File: src/rtl/program_memory_arbiter_if.sv
// Bus bundle between the fetch cores / loader / program word memory and the arbiter.
interface program_memory_arbiter_if #(
    parameter int unsigned N_CORES = 4,
    parameter int unsigned IA_W    = 16,
    parameter int unsigned ID_W    = 24
);
    logic [N_CORES-1:0]      REQ;
    logic [N_CORES*IA_W-1:0] ADDR;
    logic [N_CORES-1:0]      ACK;
    logic [ID_W-1:0]         RDATA;
    logic                    LD_REQ;
    logic [IA_W-1:0]         LD_A;
    logic [ID_W-1:0]         LD_DI;
    logic                    LD_ACK;
    logic [IA_W-1:0]         MEM_A;
    logic                    MEM_WE;
    logic [ID_W-1:0]         MEM_DI;
    logic [ID_W-1:0]         MEM_DQ;
    logic [31:0]             ACC_CNT;

    // Requesters, loader and memory side
    modport master (
        output REQ, ADDR, LD_REQ, LD_A, LD_DI, MEM_DQ,
        input  ACK, RDATA, LD_ACK, MEM_A, MEM_WE, MEM_DI, ACC_CNT
    );

    // Arbiter side
    modport slave (
        input  REQ, ADDR, LD_REQ, LD_A, LD_DI, MEM_DQ,
        output ACK, RDATA, LD_ACK, MEM_A, MEM_WE, MEM_DI, ACC_CNT
    );
endinterface

File: src/rtl/program_memory_arbiter.sv
// Program word memory arbiter: fixed-priority loader writes, round-robin core fetches.
// Optional completed-access counter enabled by defining PMA_ACCESS_CNT_EN.
module program_memory_arbiter #(
    parameter int unsigned N_CORES = 4,
    parameter int unsigned IA_W    = 16,
    parameter int unsigned ID_W    = 24
) (
    input  logic                      CLK,
    input  logic                      RST,
    program_memory_arbiter_if.slave   bus
);
    localparam int unsigned SEL_W = (N_CORES > 1) ? $clog2(N_CORES) : 1;

    typedef enum logic {S_IDLE, S_ACCESS} state_t;

    state_t             state_q, state_d;
    logic [SEL_W-1:0]   sel_q, sel_d;
    logic               ld_sel_q, ld_sel_d;
    logic [SEL_W-1:0]   ptr_q, ptr_d;
    logic [N_CORES-1:0] ack_q, ack_d;
    logic               ld_ack_q, ld_ack_d;
    logic [ID_W-1:0]    rdata_q, rdata_d;
    logic [IA_W-1:0]    mem_a_q, mem_a_d;
    logic               mem_we_q, mem_we_d;
    logic [ID_W-1:0]    mem_di_q, mem_di_d;

    logic [IA_W-1:0]    addr_arr [N_CORES];
    logic               grant_found;
    logic [SEL_W-1:0]   grant_idx;
    logic [SEL_W-1:0]   cand;

    for (genvar g = 0; g < N_CORES; g++) begin : g_addr
        assign addr_arr[g] = bus.ADDR[g*IA_W +: IA_W];
    end

    // First requesting core searching upward from ptr+1, wrapping modulo N_CORES
    always_comb begin
        grant_found = 1'b0;
        grant_idx   = '0;
        cand        = '0;
        for (int unsigned i = 1; i <= N_CORES; i++) begin
            cand = SEL_W'((32'(ptr_q) + i) % N_CORES);
            if (!grant_found && bus.REQ[cand]) begin
                grant_found = 1'b1;
                grant_idx   = cand;
            end
        end
    end

    // Next-state and registered-output logic
    always_comb begin
        state_d  = state_q;
        sel_d    = sel_q;
        ld_sel_d = ld_sel_q;
        ptr_d    = ptr_q;
        ack_d    = '0;
        ld_ack_d = 1'b0;
        rdata_d  = rdata_q;
        mem_a_d  = mem_a_q;
        mem_we_d = 1'b0;
        mem_di_d = mem_di_q;
        case (state_q)
            S_IDLE: begin
                if (bus.LD_REQ) begin
                    mem_a_d  = bus.LD_A;
                    mem_di_d = bus.LD_DI;
                    mem_we_d = 1'b1;
                    ld_sel_d = 1'b1;
                    state_d  = S_ACCESS;
                end else if (grant_found) begin
                    sel_d    = grant_idx;
                    ld_sel_d = 1'b0;
                    mem_a_d  = addr_arr[grant_idx];
                    state_d  = S_ACCESS;
                end
            end
            S_ACCESS: begin
                // Write commits (or read data is captured) on the edge leaving this state
                if (ld_sel_q) begin
                    ld_ack_d = 1'b1;
                end else begin
                    rdata_d       = bus.MEM_DQ;
                    ack_d[sel_q]  = 1'b1;
                    ptr_d         = sel_q;
                end
                state_d = S_IDLE;
            end
            default: state_d = S_IDLE;
        endcase
    end

    always_ff @(posedge CLK or posedge RST) begin
        if (RST) begin
            state_q  <= S_IDLE;
            sel_q    <= '0;
            ld_sel_q <= 1'b0;
            ptr_q    <= SEL_W'(N_CORES - 1);
            ack_q    <= '0;
            ld_ack_q <= 1'b0;
            rdata_q  <= '0;
            mem_a_q  <= '0;
            mem_we_q <= 1'b0;
            mem_di_q <= '0;
        end else begin
            state_q  <= state_d;
            sel_q    <= sel_d;
            ld_sel_q <= ld_sel_d;
            ptr_q    <= ptr_d;
            ack_q    <= ack_d;
            ld_ack_q <= ld_ack_d;
            rdata_q  <= rdata_d;
            mem_a_q  <= mem_a_d;
            mem_we_q <= mem_we_d;
            mem_di_q <= mem_di_d;
        end
    end

`ifdef PMA_ACCESS_CNT_EN
    logic [31:0] acc_cnt_q, acc_cnt_d;

    // Saturating count of completed accesses
    always_comb begin
        acc_cnt_d = acc_cnt_q;
        if (((|ack_d) || ld_ack_d) && (acc_cnt_q != 32'hFFFF_FFFF)) begin
            acc_cnt_d = acc_cnt_q + 32'd1;
        end
    end

    always_ff @(posedge CLK or posedge RST) begin
        if (RST) begin
            acc_cnt_q <= '0;
        end else begin
            acc_cnt_q <= acc_cnt_d;
        end
    end

    assign bus.ACC_CNT = acc_cnt_q;
`else
    assign bus.ACC_CNT = 32'd0;
`endif

    assign bus.ACK    = ack_q;
    assign bus.LD_ACK = ld_ack_q;
    assign bus.RDATA  = rdata_q;
    assign bus.MEM_A  = mem_a_q;
    assign bus.MEM_WE = mem_we_q;
    assign bus.MEM_DI = mem_di_q;

endmodule

File: src/flat_wrapper.sv
// flat-port wrapper written by rule: the top's interface ports become plain ports
module program_memory_arbiter_flat 
#(
    parameter int unsigned N_CORES = 4,
    parameter int unsigned IA_W    = 16,
    parameter int unsigned ID_W    = 24
)
  (CLK, RST, bus_REQ, bus_ADDR, bus_LD_REQ, bus_LD_A, bus_LD_DI, bus_MEM_DQ, bus_ACK, bus_RDATA, bus_LD_ACK, bus_MEM_A, bus_MEM_WE, bus_MEM_DI, bus_ACC_CNT);
  program_memory_arbiter_if #(.N_CORES(N_CORES), .IA_W(IA_W), .ID_W(ID_W)) bus_i ();
  input  logic CLK;
  input  logic RST;
  input wire logic [$bits(bus_i.REQ)-1:0] bus_REQ;
  input wire logic [$bits(bus_i.ADDR)-1:0] bus_ADDR;
  input wire logic [$bits(bus_i.LD_REQ)-1:0] bus_LD_REQ;
  input wire logic [$bits(bus_i.LD_A)-1:0] bus_LD_A;
  input wire logic [$bits(bus_i.LD_DI)-1:0] bus_LD_DI;
  input wire logic [$bits(bus_i.MEM_DQ)-1:0] bus_MEM_DQ;
  output wire logic [$bits(bus_i.ACK)-1:0] bus_ACK;
  output wire logic [$bits(bus_i.RDATA)-1:0] bus_RDATA;
  output wire logic [$bits(bus_i.LD_ACK)-1:0] bus_LD_ACK;
  output wire logic [$bits(bus_i.MEM_A)-1:0] bus_MEM_A;
  output wire logic [$bits(bus_i.MEM_WE)-1:0] bus_MEM_WE;
  output wire logic [$bits(bus_i.MEM_DI)-1:0] bus_MEM_DI;
  output wire logic [$bits(bus_i.ACC_CNT)-1:0] bus_ACC_CNT;
  assign bus_i.REQ = bus_REQ;
  assign bus_i.ADDR = bus_ADDR;
  assign bus_i.LD_REQ = bus_LD_REQ;
  assign bus_i.LD_A = bus_LD_A;
  assign bus_i.LD_DI = bus_LD_DI;
  assign bus_i.MEM_DQ = bus_MEM_DQ;
  assign bus_ACK = bus_i.ACK;
  assign bus_RDATA = bus_i.RDATA;
  assign bus_LD_ACK = bus_i.LD_ACK;
  assign bus_MEM_A = bus_i.MEM_A;
  assign bus_MEM_WE = bus_i.MEM_WE;
  assign bus_MEM_DI = bus_i.MEM_DI;
  assign bus_ACC_CNT = bus_i.ACC_CNT;
  program_memory_arbiter #(.N_CORES(N_CORES), .IA_W(IA_W), .ID_W(ID_W)) u_core (.CLK(CLK), .RST(RST), .bus(bus_i));
endmodule
File: config.mk
export PLATFORM = sky130hd
export DESIGN_NAME = program_memory_arbiter_flat
export DESIGN_NICKNAME = d
export VERILOG_FILES = /design/src/rtl/program_memory_arbiter_if.sv /design/src/rtl/program_memory_arbiter.sv /design/src/flat_wrapper.sv
export SDC_FILE = /design/constraint.sdc
export NUM_CORES = 1
export LEC_CHECK = 0
export CORE_MARGIN = 3
export CORE_UTILIZATION = 35
export DETAILED_ROUTE_END_ITERATION = 10
export PLACE_DENSITY = 0.78
export SLEW_MARGIN = 0
export SYNTH_ARGS = -nofsm -noshare
export SYNTH_HDL_FRONTEND = slang
export SYNTH_SLANG_ARGS = --single-unit
File: constraint.sdc
create_clock -name CLK -period 2.78 [get_ports CLK]
set_input_delay 0.556 -clock CLK [delete_from_list [all_inputs] [get_ports CLK]]
set_output_delay 0.556 -clock CLK [all_outputs]
set_load 0.1 [all_outputs]
## Yosys cells after proc, flatten, opt, wreduce, memory -nomap -nowiden

Index checks and enable logic that the tools add are counted.

| cells by class | value |
|---|---|
| $add $sub $neg | 4 |
| order comparisons | 7 |
| mux-type cells | 34 |
| bitwise operators | 4 |
| reduce and logical (&&, ||, !) cells | 12 |

Operators by type and width:

| operator | count |
|---|---|
| $mux 16 | 4 |
| $bmux 16 s2 | 1 |
| $mux 1 | 17 |
| $lt 2x3->1 const B | 5 |
| $bmux 1 s2 | 4 |
| $mux 2 | 4 |
| $mux 4 | 2 |
| $reduce_and 2->1 | 3 |
| $add 2x1->2 const B | 2 |
| $add 2x2->2 const B | 2 |
| $logic_and 1x1->1 | 4 |
| $ge 3x3->1 const B | 1 |
| $logic_not 1->1 | 3 |
| $not 1->1 | 3 |
| $not 2->3 | 1 |
| $reduce_and 3->1 | 1 |
| $demux 1 s2 | 1 |
| $ge 2x1->1 const B | 1 |
| $pmux 1 s2 | 1 |
| $reduce_bool 2->1 | 1 |

| word-level totals | value |
|---|---|
| flip-flop bits (word level) | 76 |
| output and inout bits | 102 |

## Logic depth before layout (Yosys ltp)

| logic depth | value |
|---|---|
| depth in word-level cells | 19 |
| depth in mapped cells | 8 |
| depth with buffers taken out | 5 |

## Least setup slack after synthesis

OpenSTA, ideal clock, no wires.

| timing | value |
|---|---|
| kind | in2reg |
| start | in bus_LD_REQ |
| end | reg u_core.mem_a_q[14] (netlist: u_core.bus.MEM_A[14]) |
| setup time | 0.132 ns |
| arrival time | 1.702 ns |
| data required time | 2.648 ns |
| setup slack | 0.946 ns |
| stages on the path | 8 |
| path buffers | 3 |
| cells stage by stage | buf_2 > inv_2 > a21o_1 > or2_1 > buf_4 > buf_8 > a221oi_2 > a211oi_2 |

| between the ends | value |
|---|---|
| longest elaborated chain between the ends | 2 |

Ends and longest elaborated chain:

| element | RTL line | RTL |
|---|---|---|
| start: declaration | flat_wrapper.sv:14 | `input wire logic [$bits(bus_i.LD_REQ)-1:0] bus_LD_REQ;` |
| $reduce_bool 2->1 (no source line) | n/a |  |
| $reduce_and 2->1 (no source line) | n/a |  |
| end signal: assignment | program_memory_arbiter.sv:112 | `mem_a_q <= mem_a_d;` |
| end: declaration | program_memory_arbiter.sv:23 | `logic [IA_W-1:0] mem_a_q, mem_a_d;` |

Parallel ways exist; a longest one is shown, timed or not.
A chain may end at the register's enable or synchronous reset.

## Worst setup path after layout

| timing | value |
|---|---|
| start | in bus_REQ[3] |
| end | reg u_core.mem_a_q[1] (netlist: u_core.bus.MEM_A[1]) |

| between the ends | value |
|---|---|
| longest elaborated chain between the ends | 18 |

Ends and longest elaborated chain:

| element | RTL line | RTL |
|---|---|---|
| start: declaration | flat_wrapper.sv:12 | `input wire logic [$bits(bus_i.REQ)-1:0] bus_REQ;` |
| $bmux 1 s2 | program_memory_arbiter.sv:43 | `if (!grant_found && bus.REQ[cand]) begin` |
| $mux 1 (not written as such) | program_memory_arbiter.sv:43 |  |
| $mux 1 | program_memory_arbiter.sv:43 |  |
| $logic_not 1->1 | program_memory_arbiter.sv:43 |  |
| $logic_and 1x1->1 | program_memory_arbiter.sv:43 |  |
| $mux 1 | program_memory_arbiter.sv:43 |  |
| $logic_not 1->1 | program_memory_arbiter.sv:43 |  |
| $logic_and 1x1->1 | program_memory_arbiter.sv:43 |  |
| $mux 1 | program_memory_arbiter.sv:43 |  |
| $logic_not 1->1 | program_memory_arbiter.sv:43 |  |
| $logic_and 1x1->1 | program_memory_arbiter.sv:43 |  |
| $mux 2 | program_memory_arbiter.sv:43 |  |
| $not 2->3 (not written as such) | program_memory_arbiter.sv:73 | `mem_a_d = addr_arr[grant_idx];` |
| $bmux 16 s2 | program_memory_arbiter.sv:73 |  |
| $mux 16 (not written as such) (2 in series) | program_memory_arbiter.sv:73 |  |
| $mux 16 | program_memory_arbiter.sv:70 | `end else if (grant_found) begin` |
| $mux 16 | program_memory_arbiter.sv:64 | `if (bus.LD_REQ) begin` |

Parallel ways exist; a longest one is shown, timed or not. The select of a mux whose other input is x is not followed.

==> flow_summary_export.csv <==
group,metric,value,unit
cts,cts_tree,"done",
setup_path,r2r_slack,0.39,ns
timing,period_needed,2.60,ns
logic_synthesis,yosysTopAreaCell,"dfrtp_1",
die,die-area,13600,sq um
global_routing,grt_max_degree,52,
cts,numCtsBuffers,9,
timing,timing.final.crit_share,93.5,%
timing,finalHoldViolations,0,
drt,via_per_inst,5.26,
layout,final_area,6430,sq um
setup_path,reg2reg_depth,6,
die,num_io_pins,237,
setup_path,cp_top_family,"compound AO/OA/AOI/OAI gates",
setup_path,arrival,2.82,ns
logic_synthesis,syn-instance-count,444,
setup_path,critPathRequiredTime,3.00,ns
layout,drive_gt1_share,23.9,%
timing,finalHoldWorstSlack,0.475,ns
die,rows,39,
timing,slew_violations,0,
logic_synthesis,synth-warning-count,0,
layout,final_util,55.1,%
die,core,11700,sq um
placed_design,dpl-instance-area,6130,sq um
layout,n_antenna_cell,0,
cts,cts.path.max_buffers,2,
timing,max-slew-margin-rel,29.8,%
setup_path,crit_path_start,"bus_REQ[3]",
cts,clk_pin_slew_worst_paths,0.06,ns
timing,skew,0.00537,ns
drt,wl_per_cell,17.4,microns
power_and_ir_drop,power_density,1300,nW/um^2
cts,cts-hold-fix-buffers,0,
setup_path,rr_endpoint,"u_core.bus.MEM_A[1]",
setup_path,cp-start-kind,"primary input",
logic_synthesis,synth_area_per_cell,9.62,sq um
setup_path,endpoint_kind,"register",
logic_synthesis,synthTopCellsByArea,"dfrtp_1 (43%), nand2_1 (8.3%), buf_4 (6.3%)",
global_routing,global_route.usage.total,19.7,%
status,status,"completed",
cts,cts-resized-gates,0,
logic_synthesis,netlist_area,4270,sq um
layout,fill_cells,993,
global_routing,grt_pass1_wl,20800,microns
setup_path,path_cells,"clkdlybuf4s50_1 > and2b_4 > o311ai_4 > or2_1 > buf_4 > a221oi_1 > a211oi_1",
global_routing,grt_pass1_vias,4096,
power_and_ir_drop,vdd_drop_max,0.508,mV
setup_path,reg2reg_from,"u_core.ptr_q[0]",
timing,fmax,0.385,GHz
cts,clk_latency,0.33,ns
logic_synthesis,seq_area_frac_synth,44.6,%
setup_path,worstSetupPathType,"in2reg",
timing,worst_pin_slew,1.05,ns
die,initial_core_util,36.6,%
setup_path,path_buf_inv,2,
logic_synthesis,synth_top_area_share,43.4,%
setup_path,cp_slowest_cell,"o311ai_4",
logic_synthesis,ys_types,42,
timing,rsz0062_at_grt,"false",
drt,dr_total_vias,4140,
drt,drtIter0Drc,312,
die,die_h,116,microns
drt,ant_nets,0,
layout,final_common_cell,"clkdlybuf4s50_1",
flow_run,maxCapViolCount,0,
drt,wl,13700,microns
worst_hold_path,min_path_type,"reg2reg",
timing,setup_viol,0,
global_routing,antenna_found_initial,0,
cts,cts.sinks,76,
setup_path,cp_max_fo,18,
setup_path,path_depth,7,
layout,syn_to_final_growth,50.6,%
drt,firstDrtPassIters,4,
setup_path,crit_end,"u_core.bus.MEM_A[1]",
cts,cts_max_level,3,
placed_design,gp_congestion,0.931,
global_routing,overflow,0,
cts,cts_root_buf,"clkbuf_16",
die,die_w,116,microns
setup_path,cpPeakStageDelay,0.74,ns
placed_design,dp_hpwl,10100,microns
cts,cts_setup_buffers,0,
logic_synthesis,postSynthRegisterBits,76,
layout,layout.nets,774,
drt,drc,0,
power_and_ir_drop,leakage,0.00284,uW
layout,mostFrequentLayoutCells,"clkdlybuf4s50_1 (133), nand2_1 (94), buf_4 (82)",
placed_design,port_buffers,204,
[power by group]
part,internal (uW),switching (uW),total [uW],leakage [uW]
sequential,1550,276,1830,0.000903
clock,718,429,1150,0.000147
combinational,1170,4190,5350,0.00179
total,3440,4890,8330,0.00284
[per-layer routing]
layer / global-route usage, % / vias up / wire (microns) / part of all wire, %
li1: - / 1900 / - / -
met1: 24.3 / 1905 / 5270 / 38
met2: 31.9 / 294 / 6350 / 46
met3: 4.61 / 41 / 1600 / 12
met4: 10.9 / 0 / 503 / 3.7
met5: 0 / - / 0 / 0
[worst reg2reg max path: cells and delay by family (launching register included)]
family	cells	cell delay, ns
AND/OR/NAND/NOR	2	0.43
buffers and inverters	1	0.15
AO/OA/AOI/OAI	3	1.16
flip-flops	1	0.55
[metrics by stage]
stage	TNS, ns	setup WS [ns]	instances	power, uW
CTS	0	0.224	787	8370
global route	0	0.0348	787	8670
detailed placement	-0.931	-0.0924	771	7210
global placement	0	0.0229	771	7130
floorplan	0	0.289	475	6000
finish	0	0.179	787	8330
[logic make-up (layout without fill, tap and decap cells)]
family                 Yosys count  after routing  share of synthesized area, %
other                            1             32                        0.0878
DFF                             76             76                          44.6
AOI/OAI and AO/OA              109            109                          22.5
buffers and inverters           84            253                          11.3
muxes                           24             24                          6.33
and+or+nand+nor                150            150                          15.2
[how the worst min path moves through the flow]
stage                               from                    to  slack, ns  depth (start not counted)
floorplan                u_core.sel_q[1]     u_core.bus.ACK[1]       0.45                          1
global placement    u_core.bus.RDATA[20]  u_core.bus.RDATA[20]       0.46                          2
detailed placement   u_core.bus.RDATA[4]   u_core.bus.RDATA[4]       0.46                          2
CTS                  u_core.bus.RDATA[4]   u_core.bus.RDATA[4]       0.48                          2
global route        u_core.bus.RDATA[19]  u_core.bus.RDATA[19]       0.49                          2
finish               u_core.bus.RDATA[4]   u_core.bus.RDATA[4]       0.48                          2
[sequential cells by signal (all words and copies together), names as in the netlist]
signal / cells
u_core.bus.MEM_DI: 24
u_core.bus.RDATA: 24
u_core.bus.MEM_A: 16
u_core.bus.ACK: 4
u_core.ptr_q: 2
u_core.sel_q: 2
u_core.bus.LD_ACK: 1
u_core.bus.MEM_WE: 1
u_core.ld_sel_q: 1
u_core.state_q: 1
[cells in the mapped netlist (all sizes together)]
master / n
nand2b: 17
nor3: 1
buf: 48
nor2: 24
a21oi: 1
dfrtp: 74
nand2: 94
nor4: 1
o21ai: 22
o21a: 2
and2b: 2
clkbuf: 16
a311oi: 16
and3: 2
a21o: 1
o311ai: 17
nand3: 1
dfstp: 2
o31ai: 1
and2: 1
or2: 3
inv: 19
conb: 1
a221oi: 16
clkinv: 1
or3b: 1
mux2: 24
a211oi: 33
nor2b: 3
[layout make-up]
type,instances,area [sq um],area share [%]
multi-input combinational,315,2000,31.2
timing repair buffer,217,1970,30.7
sequential,76,1900,29.6
clock buffer,12,246,3.83
tap,143,179,2.78
inverter,20,76.3,1.19
clock inverter,4,48.8,0.759
Power figures use the tool's default switching activity.
